## src/rtl/rdyacpt_pkg.sv

```systemverilog
// Shared types for the ready/accept round-robin arbiter: FSM state encoding
// and the index-width helper used to size requester indices.
package rdyacpt_pkg;

    typedef enum logic [0:0] {
        ST_IDLE   = 1'b0,
        ST_LOCKED = 1'b1
    } arb_state_e;

    function automatic int idx_width(input int n);
        if (n > 1) begin
            return $clog2(n);
        end else begin
            return 1;
        end
    endfunction

endpackage

```

## src/rtl/rr_pick.sv

```systemverilog
// Rotating-priority picker: returns the first requester at or above ptr,
// wrapping from NREQ-1 back to 0.
module rr_pick
    import rdyacpt_pkg::*;
#(
    parameter int NREQ = 4
) (
    input  logic [NREQ-1:0]            req,
    input  logic [idx_width(NREQ)-1:0] ptr,
    output logic                       gnt_vld,
    output logic [idx_width(NREQ)-1:0] gnt_idx
);

    localparam int IW = idx_width(NREQ);

    // Walk from the farthest candidate back to ptr so the nearest request wins.
    always_comb begin
        logic [IW:0]   sum_v;
        logic [IW-1:0] pos_v;
        gnt_vld = 1'b0;
        gnt_idx = '0;
        sum_v   = '0;
        pos_v   = '0;
        for (int k = NREQ - 1; k >= 0; k--) begin
            sum_v = {1'b0, ptr} + (IW + 1)'(k);
            if (sum_v >= (IW + 1)'(NREQ)) begin
                sum_v = sum_v - (IW + 1)'(NREQ);
            end else begin
                sum_v = sum_v;
            end
            pos_v = sum_v[IW-1:0];
            if (req[pos_v]) begin
                gnt_vld = 1'b1;
                gnt_idx = pos_v;
            end else begin
                gnt_vld = gnt_vld;
            end
        end
    end

endmodule

```

## src/rtl/rdyacpt_rr_arb.sv

```systemverilog
// Packet-aware round-robin arbiter: N ready/accept requesters merged onto one
// registered downstream port; a multi-beat packet holds the grant until its last beat.
module rdyacpt_rr_arb
    import rdyacpt_pkg::*;
#(
    parameter int NREQ  = 4,
    parameter int WIDTH = 8
) (
    input  logic                       clk,
    input  logic                       reset_n,
    input  logic [NREQ-1:0]            up_rdy,
    input  logic [NREQ-1:0]            up_last,
    input  logic [NREQ*WIDTH-1:0]      up_data,
    output logic [NREQ-1:0]            up_acpt,
    input  logic                       dn_acpt,
    output logic                       dn_rdy,
    output logic [WIDTH-1:0]           dn_data,
    output logic                       dn_last,
    output logic [idx_width(NREQ)-1:0] dn_src
);

    localparam int            IW       = idx_width(NREQ);
    localparam logic [IW-1:0] LAST_IDX = IW'(NREQ - 1);

    arb_state_e    state_r;
    logic [IW-1:0] rr_ptr_r;
    logic [IW-1:0] lock_id_r;
    logic          held_r;
    logic [IW-1:0] held_idx_r;
    logic          out_vld_r;
    logic [WIDTH-1:0] out_data_r;
    logic          out_last_r;
    logic [IW-1:0] out_src_r;

    logic          pick_vld_s;
    logic [IW-1:0] pick_idx_s;
    logic          gnt_vld_s;
    logic [IW-1:0] gnt_idx_s;
    logic          space_s;
    logic          xfer_s;
    logic          beat_last_s;
    logic [WIDTH-1:0] beat_data_s;

    function automatic logic [IW-1:0] next_idx(input logic [IW-1:0] i);
        if (i == LAST_IDX) begin
            return '0;
        end else begin
            return i + IW'(1);
        end
    endfunction

    rr_pick #(.NREQ(NREQ)) u_pick (
        .req     (up_rdy),
        .ptr     (rr_ptr_r),
        .gnt_vld (pick_vld_s),
        .gnt_idx (pick_idx_s)
    );

    // Grant selection; a grant stalled on a full output stage is held so a
    // newly raised nearer request cannot steal it.
    always_comb begin
        gnt_vld_s = 1'b0;
        gnt_idx_s = '0;
        case (state_r)
            ST_LOCKED: begin
                gnt_vld_s = up_rdy[lock_id_r];
                gnt_idx_s = lock_id_r;
            end
            ST_IDLE: begin
                if (held_r && up_rdy[held_idx_r]) begin
                    gnt_vld_s = 1'b1;
                    gnt_idx_s = held_idx_r;
                end else begin
                    gnt_vld_s = pick_vld_s;
                    gnt_idx_s = pick_idx_s;
                end
            end
            default: begin
                gnt_vld_s = 1'b0;
                gnt_idx_s = '0;
            end
        endcase
    end

    assign space_s     = ~out_vld_r | dn_acpt;
    assign xfer_s      = gnt_vld_s & space_s & reset_n;
    assign beat_last_s = up_last[gnt_idx_s];
    assign beat_data_s = up_data[int'(gnt_idx_s)*WIDTH +: WIDTH];

    // One-hot accept toward the granted requester only when a beat can move.
    always_comb begin
        up_acpt = '0;
        if (xfer_s) begin
            up_acpt[gnt_idx_s] = 1'b1;
        end else begin
            up_acpt = '0;
        end
    end

    // Packet lock FSM and round-robin pointer advance.
    always_ff @(posedge clk or negedge reset_n) begin
        if (!reset_n) begin
            state_r    <= ST_IDLE;
            rr_ptr_r   <= '0;
            lock_id_r  <= '0;
            held_r     <= 1'b0;
            held_idx_r <= '0;
        end else begin
            case (state_r)
                ST_IDLE: begin
                    if (xfer_s) begin
                        if (beat_last_s) begin
                            rr_ptr_r <= next_idx(gnt_idx_s);
                        end else begin
                            state_r   <= ST_LOCKED;
                            lock_id_r <= gnt_idx_s;
                        end
                    end
                end
                ST_LOCKED: begin
                    if (xfer_s && beat_last_s) begin
                        state_r  <= ST_IDLE;
                        rr_ptr_r <= next_idx(lock_id_r);
                    end
                end
                default: begin
                    state_r <= ST_IDLE;
                end
            endcase
            held_r     <= (state_r == ST_IDLE) & gnt_vld_s & ~space_s;
            held_idx_r <= gnt_idx_s;
        end
    end

    // Output stage: loads on transfer, drains on downstream accept.
    always_ff @(posedge clk or negedge reset_n) begin
        if (!reset_n) begin
            out_vld_r  <= 1'b0;
            out_data_r <= '0;
            out_last_r <= 1'b0;
            out_src_r  <= '0;
        end else if (space_s) begin
            out_vld_r <= xfer_s;
            if (xfer_s) begin
                out_data_r <= beat_data_s;
                out_last_r <= beat_last_s;
                out_src_r  <= gnt_idx_s;
            end
        end
    end

    assign dn_rdy  = out_vld_r;
    assign dn_data = out_data_r;
    assign dn_last = out_last_r;
    assign dn_src  = out_src_r;

endmodule
```

## config.mk

```make
export PLATFORM = sky130hd
export DESIGN_NAME = rdyacpt_rr_arb
export DESIGN_NICKNAME = d
export VERILOG_FILES = /design/src/rtl/rdyacpt_pkg.sv /design/src/rtl/rr_pick.sv /design/src/rtl/rdyacpt_rr_arb.sv
export SDC_FILE = /design/constraint.sdc
export NUM_CORES = 1
export LEC_CHECK = 0
export ABC_AREA = 1
export BUFFER_PORTS_ARGS = -buffer_cell sky130_fd_sc_hd__buf_4
export CORE_MARGIN = 2
export CORE_UTILIZATION = 47
export CTS_BUF_LIST = sky130_fd_sc_hd__clkbuf_4 sky130_fd_sc_hd__clkbuf_8
export DETAILED_ROUTE_END_ITERATION = 12
export GPL_TIMING_DRIVEN = 0
export PLACE_DENSITY_LB_ADDON = 0.2
export SYNTH_ARGS = -nofsm -noshare
export SYNTH_HDL_FRONTEND = slang
export SYNTH_SLANG_ARGS = --single-unit
```

## constraint.sdc

```tcl
create_clock -name clk -period 1.8 [get_ports clk]
set_input_delay 0.09 -clock clk [delete_from_list [all_inputs] [get_ports clk]]
set_output_delay 0.09 -clock clk [all_outputs]
set_load 0.05 [all_outputs]
```

## After elaboration in Yosys (flattened, before gate mapping)

Index checks and enable logic that the tools add are counted.

- Shift-type cells: 1
- Magnitude comparators: 12
- Divide/modulo/power cells: 0
- Mux-type cells: 43
- Eq/ne operators: 5
- Reduce and logical (&&, ||, !) cells: 6
- Multipliers: 0
- Add/subtract/negate cells: 9
- Bitwise operators: 9

Operator list:

| kind | count |
|---|---|
| $shiftx A32 B6 Y8 | 1 |
| $mux W2 | 14 |
| $lt A2 B3 Y1 const B | 7 |
| $mux W1 | 16 |
| $bmux W1 S2 | 7 |
| $ge A3 B3 Y1 const B | 3 |
| $pmux W2 S2 | 2 |
| $sub A2 B1 Y2 const B | 4 |
| $add A2 B2 Y3 const B | 2 |
| $reduce_and A3 Y1 | 2 |
| $add A2 B1 Y2 const B | 2 |
| $and A1 B1 Y1 | 4 |
| $eq A2 B2 Y1 const B | 2 |
| $mux W4 | 1 |
| $ne A2 B2 Y1 const B | 2 |
| $not A1 Y1 | 4 |
| $pmux W1 S2 | 2 |
| $add A2 B1 Y3 const B | 1 |
| $ge A2 B3 Y1 const B | 1 |
| $logic_and A1 B1 Y1 | 3 |
| $demux W1 S2 | 1 |
| $ge A2 B1 Y1 const B | 1 |
| $ne A2 B1 Y1 const B | 1 |
| $reduce_and A2 Y1 | 1 |
| $or A1 B1 Y1 | 1 |

- Word-level logic and storage cells: 94
- Latch bits: 0
- Bits of input ports: 43
- Output and inout bits: 16
- Bits in registers: 20
- Memory bits (read-only): 0
- Memories: 0
- Bits in writable memories: 0

## Depth between registers and ports, before layout

- Depth in word-level cells: 16
- Gate-level depth with buffers: 18
- Depth with buffers taken out: 17

## Modules after synthesis

A second synthesis with hierarchy kept.

- Cell total of the unflattened synthesis: 271
- Area total of the unflattened synthesis: 1735.4 µm²

By module, submodules not included:

| module | cells an instance | area each (µm²) | times used | sequential area each (µm²) |
|---|---|---|---|---|
| rdyacpt_rr_arb | 227 | 1520.2 | 1 | 500.5 |
| rr_pick | 44 | 215.2 | 1 | 0.0 |

## Least setup slack after synthesis

No wires, ideal clock.

- Path type: reg2out
- Start: reg rr_ptr_r[0]
- End: out up_acpt[2]
- Data required time: 1.710 ns
- Stages on the path, launching flop included: 16
- Buffers on the path: 3
- Path slack: -0.542 ns
- Arrival time: 2.252 ns
- Path through: dfrtp_1 > buf_6 > o21ai_2 > nand2_1 > nand3_2 > nand2_1 > nand2_1 > nand3_1 > nand2_1 > nand2_2 > nand2_2 > buf_6 > buf_6 > ha_1 > inv_1 > nor2_1

- Longest elaborated chain between the ends: 16
- Elaborated cells between the ends (all ways): 43
- Those cells by class: 7 x add/sub; 6 x order compare; 27 x mux; 2 x bitwise; 1 x reduce/logical

Ends and longest elaborated chain:

| item | RTL line | source |
|---|---|---|
| from (decl) | rdyacpt_rr_arb.sv:26 | `logic [IW-1:0] rr_ptr_r;` |
| from (signal assigned) | rdyacpt_rr_arb.sv:113 | `rr_ptr_r <= next_idx(gnt_idx_s);` |
| from (signal assigned) | rdyacpt_rr_arb.sv:123 | `rr_ptr_r <= next_idx(lock_id_r);` |
| $add A2 B2 Y3 | rr_pick.sv:25 | `sum_v = {1'b0, ptr} + (IW + 1)'(k);` |
| $ge A3 B3 Y1 or $sub A2 B1 Y2 (tied branches) | rr_pick.sv:26, rr_pick.sv:27 |  |
| $mux W2 | rr_pick.sv:26 | `if (sum_v >= (IW + 1)'(NREQ)) begin` |
| $bmux W1 S2 | rr_pick.sv:32 | `if (req[pos_v]) begin` |
| $mux W1 (implied by the code) | rr_pick.sv:32 |  |
| $mux W2 (4 in a row) | rr_pick.sv:32 |  |
| $mux W2 | rdyacpt_rr_arb.sv:70 | `if (held_r && up_rdy[held_idx_r]) begin` |
| $pmux W2 S2 | rdyacpt_rr_arb.sv:64 | `case (state_r)` |
| $lt A2 B3 Y1 (implied by the code) or $ge A2 B1 Y1 (tied branches) | rdyacpt_rr_arb.sv:94 | `up_acpt[gnt_idx_s] = 1'b1;` |
| $logic_and A1 B1 Y1 (implied by the code) | rdyacpt_rr_arb.sv:94 |  |
| $mux W1 (implied by the code) | rdyacpt_rr_arb.sv:94 |  |
| $demux W1 S2 | rdyacpt_rr_arb.sv:94 |  |
| $mux W4 * | rdyacpt_rr_arb.sv:93 | `if (xfer_s) begin` |
| to (decl) | rdyacpt_rr_arb.sv:14 | `output logic [NREQ-1:0] up_acpt,` |

Mark *: on every way between the ends. The rest lies on a longest branch, timed or not. The select of a mux whose other input is x is not followed.

## Worst setup path after layout

- Start: reg rr_ptr_r[0]
- End: out up_acpt[2]

- Longest elaborated chain between the ends: 16
- Elaborated cells between the ends (all ways): 43
- Those cells by class: 7 x add/sub; 6 x order compare; 27 x mux; 2 x bitwise; 1 x reduce/logical

Ends and longest elaborated chain:

| item | RTL line | source |
|---|---|---|
| $add A2 B2 Y3 | rr_pick.sv:25 |  |
| $ge A3 B3 Y1 or $sub A2 B1 Y2 (tied branches) | rr_pick.sv:26, rr_pick.sv:27 |  |
| $mux W2 | rr_pick.sv:26 |  |
| $bmux W1 S2 | rr_pick.sv:32 |  |
| $mux W1 (implied by the code) | rr_pick.sv:32 |  |
| $mux W2 (3 in a row) | rr_pick.sv:32 |  |
| $mux W2 * | rr_pick.sv:32 |  |
| $mux W2 * | rdyacpt_rr_arb.sv:70 |  |
| $pmux W2 S2 * | rdyacpt_rr_arb.sv:64 |  |
| named net gnt_idx_s[1] | rdyacpt_rr_arb.sv:38 | `logic [IW-1:0] gnt_idx_s;` |
| $lt A2 B3 Y1 (implied by the code) or $ge A2 B1 Y1 (tied branches) | rdyacpt_rr_arb.sv:94 |  |
| $logic_and A1 B1 Y1 (implied by the code) | rdyacpt_rr_arb.sv:94 |  |
| $mux W1 (implied by the code) | rdyacpt_rr_arb.sv:94 |  |
| $demux W1 S2 * | rdyacpt_rr_arb.sv:94 |  |
| $mux W4 * | rdyacpt_rr_arb.sv:93 |  |

The timed path passes the listed nets; every way through them passes the cells marked *. The select of a mux whose other input is x is not followed.

==> results.py <==
metrics = {
    "cells_and_area": {
        "antennaDiodeCount": 0,
        "design_area_sq_mm": 0.002887,
        "post_route_cells_drive_above_1_share": 0.4609,
        "finish.utilization": 0.8583,
        "final_nets": 407,
        "area.growth.synth_to_final_pct": 74.91,
        "num-fill-cells": 185,
    },
    "sta": {
        "final_min_period_over_clock_period": 1.437,
        "setup-violations-final": 23,
        "final_critical_period_ps": 2587,
        "whs_ps": 15.37,
        "worst_margin_pin_slew_ps": 450.5,
        "slew_headroom": 0.6996,
        "report.final.hold_viol_count": 0,
        "fin_skew_ps": 16.39,
        "setup_repair_after_global_routing_missed_its_margin": "true",
        "report.final.slew_viol_count": 0,
        "max_freq_mhz": 386.5,
        "layout_setup_ws_ps": -787.3,
    },
    "setup_path": {
        "critical_path.startpoint_type": "register",
        "arrival_ps": 2500,
        "worstSetupEndpointType": "output pin",
        "required_ps": 1710,
        "cp_class": "register to output pin",
        "crit_fanout": 5,
        "crit_path_frequent_cell": "sky130_fd_sc_hd__buf_6",
        "worst_path_largest_cell_delay_ps": 430,
        "critical_path.cell_chain": "buf_6 > buf_6 > o21ai_4 > nand2_2 > nand2_1 > inv_1 > nand3_1 > nand3_1 > nand2_1 > nand2_2 > a21oi_4 > buf_6 > ha_4 > inv_2 > nor2_4 > buf_6",
        "cp_slowest_cell": "sky130_fd_sc_hd__dfrtp_1",
    },
    "global_route": {
        "grt_start_max_net_pins": 22,
        "grt_pass1_wl_microns": 8935,
        "total_routing_usage_gr": 0.2772,
        "global_route.overflow_total": 0,
        "first_global_vias": 1969,
        "antenna_found_initial": 0,
    },
    "detailed_routing": {
        "route.detailed.wl_per_inst_microns": 16.20,
        "ant_nets": 0,
        "drcViolationCount": 0,
        "vias": 2169,
        "drt_pass1_iterations": 5,
        "route.final.wire_length_microns": 6546,
        "post_dr_vias_cell": 5.369,
        "drtIter0Drc": 294,
    },
    "clocking": {
        "clkSinkCount": 20,
        "worst_skew_pair.late_latency_ps": 320,
        "cts.path.max_buffers": 2,
        "number_of_buffers_inserted_during_clock_tree_synthesis": 3,
        "cts_tree": "built",
        "htree_num_levels": 1,
        "root_buf_cell": "sky130_fd_sc_hd__clkbuf_4",
        "clk_pin_slew_ps": 140,
    },
    "yosys": {
        "synth_area_sq_mm": 0.001650,
        "ys_warn_count": 0,
        "syn_nets": 310,
        "synth_edf_count": 0,
        "synth-async-reset-ratio": 1.000,
        "ys_ff_latch": 20,
        "most_used_flip_flop_cell_after_synthesis": "sky130_fd_sc_hd__dfrtp_1",
        "synth_area_per_cell_sq_um": 6.299,
        "synthCells": 262,
        "cell_variety_after_synth": 24,
        "synth-seq-area-share": 0.3033,
    },
    "outcome": {
        "violated_checks": "setup timing",
        "result_of_the_run": "complete, but fails checks",
    },
    "placed_design": {
        "dpl.hpwl_microns": 3316,
        "placedInstanceArea_sq_mm": 0.002252,
        "io_buffers": 58,
        "globalplace.congestion": 0.8181,
    },
    "die": {
        "io_pins": 59,
        "floorplan.die.height_microns": 63.26,
        "initial_utilization": 0.4907,
        "coreArea_sq_mm": 0.003363,
        "die_area_sq_mm": 0.004001,
        "core.rowCount": 21,
        "width_of_the_die_microns": 63.26,
    },
    "pwr": {
        "power.leakage_nw": 1.536,
        "cellPowerDensity_mw_per_mm2": 2234,
        "ir_worst_vdd_mv": 1.468,
        "power.total_mw": 6.450,
    },
    "min_path": {
        "min-delay-path-class": "input port to register",
    },
    "job": {
        "max_cap_viols": 0,
    },
}
==> flip-flops by register name, indices dropped and copies added (netlist names) <==
name / flops
dn_data: 8
dn_src: 2
held_idx_r: 2
lock_id_r: 2
rr_ptr_r: 2
dn_last: 1
dn_rdy: 1
held_r: 1
state_r: 1
==> synthesized netlist by cell type, types with 2 or more instances <==
| master | number | share of area |
|---|---|---|
| sky130_fd_sc_hd__nand3_1 | 31 | 0.094 |
| sky130_fd_sc_hd__nand2_1 | 94 | 0.21 |
| sky130_fd_sc_hd__ha_1 | 5 | 0.038 |
| sky130_fd_sc_hd__o21ai_2 | 2 | 0.011 |
| sky130_fd_sc_hd__o21ai_1 | 8 | 0.024 |
| sky130_fd_sc_hd__o211ai_1 | 5 | 0.023 |
| sky130_fd_sc_hd__or2_0 | 2 | 0.0076 |
| sky130_fd_sc_hd__o21ai_0 | 5 | 0.015 |
| sky130_fd_sc_hd__buf_2 | 4 | 0.012 |
| sky130_fd_sc_hd__buf_4 | 2 | 0.0091 |
| sky130_fd_sc_hd__inv_2 | 4 | 0.0091 |
| sky130_fd_sc_hd__nand3_2 | 3 | 0.018 |
| sky130_fd_sc_hd__dfrtp_1 | 20 | 0.30 |
| sky130_fd_sc_hd__inv_1 | 36 | 0.082 |
| sky130_fd_sc_hd__or2_1 | 3 | 0.011 |
| sky130_fd_sc_hd__a21oi_1 | 2 | 0.0061 |
| sky130_fd_sc_hd__nand2_2 | 4 | 0.015 |
| sky130_fd_sc_hd__nand3b_1 | 6 | 0.027 |
| sky130_fd_sc_hd__buf_6 | 3 | 0.020 |
| sky130_fd_sc_hd__nor2_1 | 19 | 0.043 |
==> power breakdown <==
group / switching [mW] / leakage (nW) / internal [mW]
combinational: 3.04 / 1.26 / 2.16
clock: 0.160 / 0.0279 / 0.225
sequential: 0.192 / 0.247 / 0.663
==> cell families (layout without fill, tap and decap cells) <==
family | count (synthesis) | in the layout | share of synthesized area
AO/OA/AOI/OAI | 24 | 24 | 0.08795
buffers and inverters | 50 | 146 | 0.1349
adder cells (fa/ha/maj) | 5 | 5 | 0.03791
flip-flops | 20 | 20 | 0.3033
XOR/XNOR | 1 | 1 | 0.005308
AND/OR/NAND/NOR | 162 | 162 | 0.4306
==> worst paths after layout <==
kind	cells past startpoint	slack, ps	from	to
setup / recovery	16	-790	rr_ptr_r[0]	up_acpt[2]
hold / removal	3	20	up_data[1]	dn_data[1]
setup reg to reg	20	-740	rr_ptr_r[0]	lock_id_r[0]
hold reg to reg	2	500	dn_last	dn_last
max in group asynchronous	2	1380	reset_n	held_r
min in group asynchronous	2	170	reset_n	dn_last
==> worst max-delay path, delay by kind of cell (launching register included) <==
family	cells	cell delay [ps]
buffers and inverters	6	700
and+or+nand+nor	7	610
DFF	1	430
AOI/OAI and AO/OA	2	300
adders and majority gates	1	130
==> routing by layer <==
layer,routed length [microns],track usage,part of all wire,vias to the layer above
met5,0,0,0,-
met4,261,0.04891,0.040,0
met3,454,0.03571,0.069,30
met2,3267,0.4867,0.50,130
met1,2563,0.3695,0.39,1004
li1,-,-,-,1005
==> cell usage in the layout, fill, tap and decap left out, drive strengths merged, types with 5 or more instances in the layout <==
cell type,n
o211ai,5
nand3b,6
nor2,19
nand3,34
buf,99
inv,39
nand2,98
or2,5
o21ai,15
ha,5
dfrtp,20
==> final cells by class <==
cell class	instances	area (sq um)	area share
Inverter	40	172.7	0.05982
Clock buffer	3	22.52	0.007802
Tap cell	46	57.56	0.01994
Buffer	10	106.4	0.03684
Multi-Input combinational cell	192	1205	0.4174
Clock inverter	1	30.03	0.01040
Timing Repair Buffer	92	790.8	0.2739
Sequential cell	20	501.7	0.1738
==> per-stage QoR <==
step                TNS [ps]  instances  setup WS, ps
finish                -14350        404        -787.3
global route          -17020        404        -889.4
CTS                    -8467        395        -634.9
detailed placement     -4748        366        -387.2
global placement       -3821        366        -356.2
floorplan             -774.6        262        -160.7
==> what timing repair did <==
action / in CTS / in global routing
pin swaps: 12 / 8
hold buffers: 1 / 0
gates resized for setup: 43 / 37
gates cloned: 2 / 0
hold endpoints to repair: 20 / 0
endpoints found under the setup margin: 21 / 23
setup buffers: 22 / 10
No activity file was read; power rests on OpenSTA's default activity.
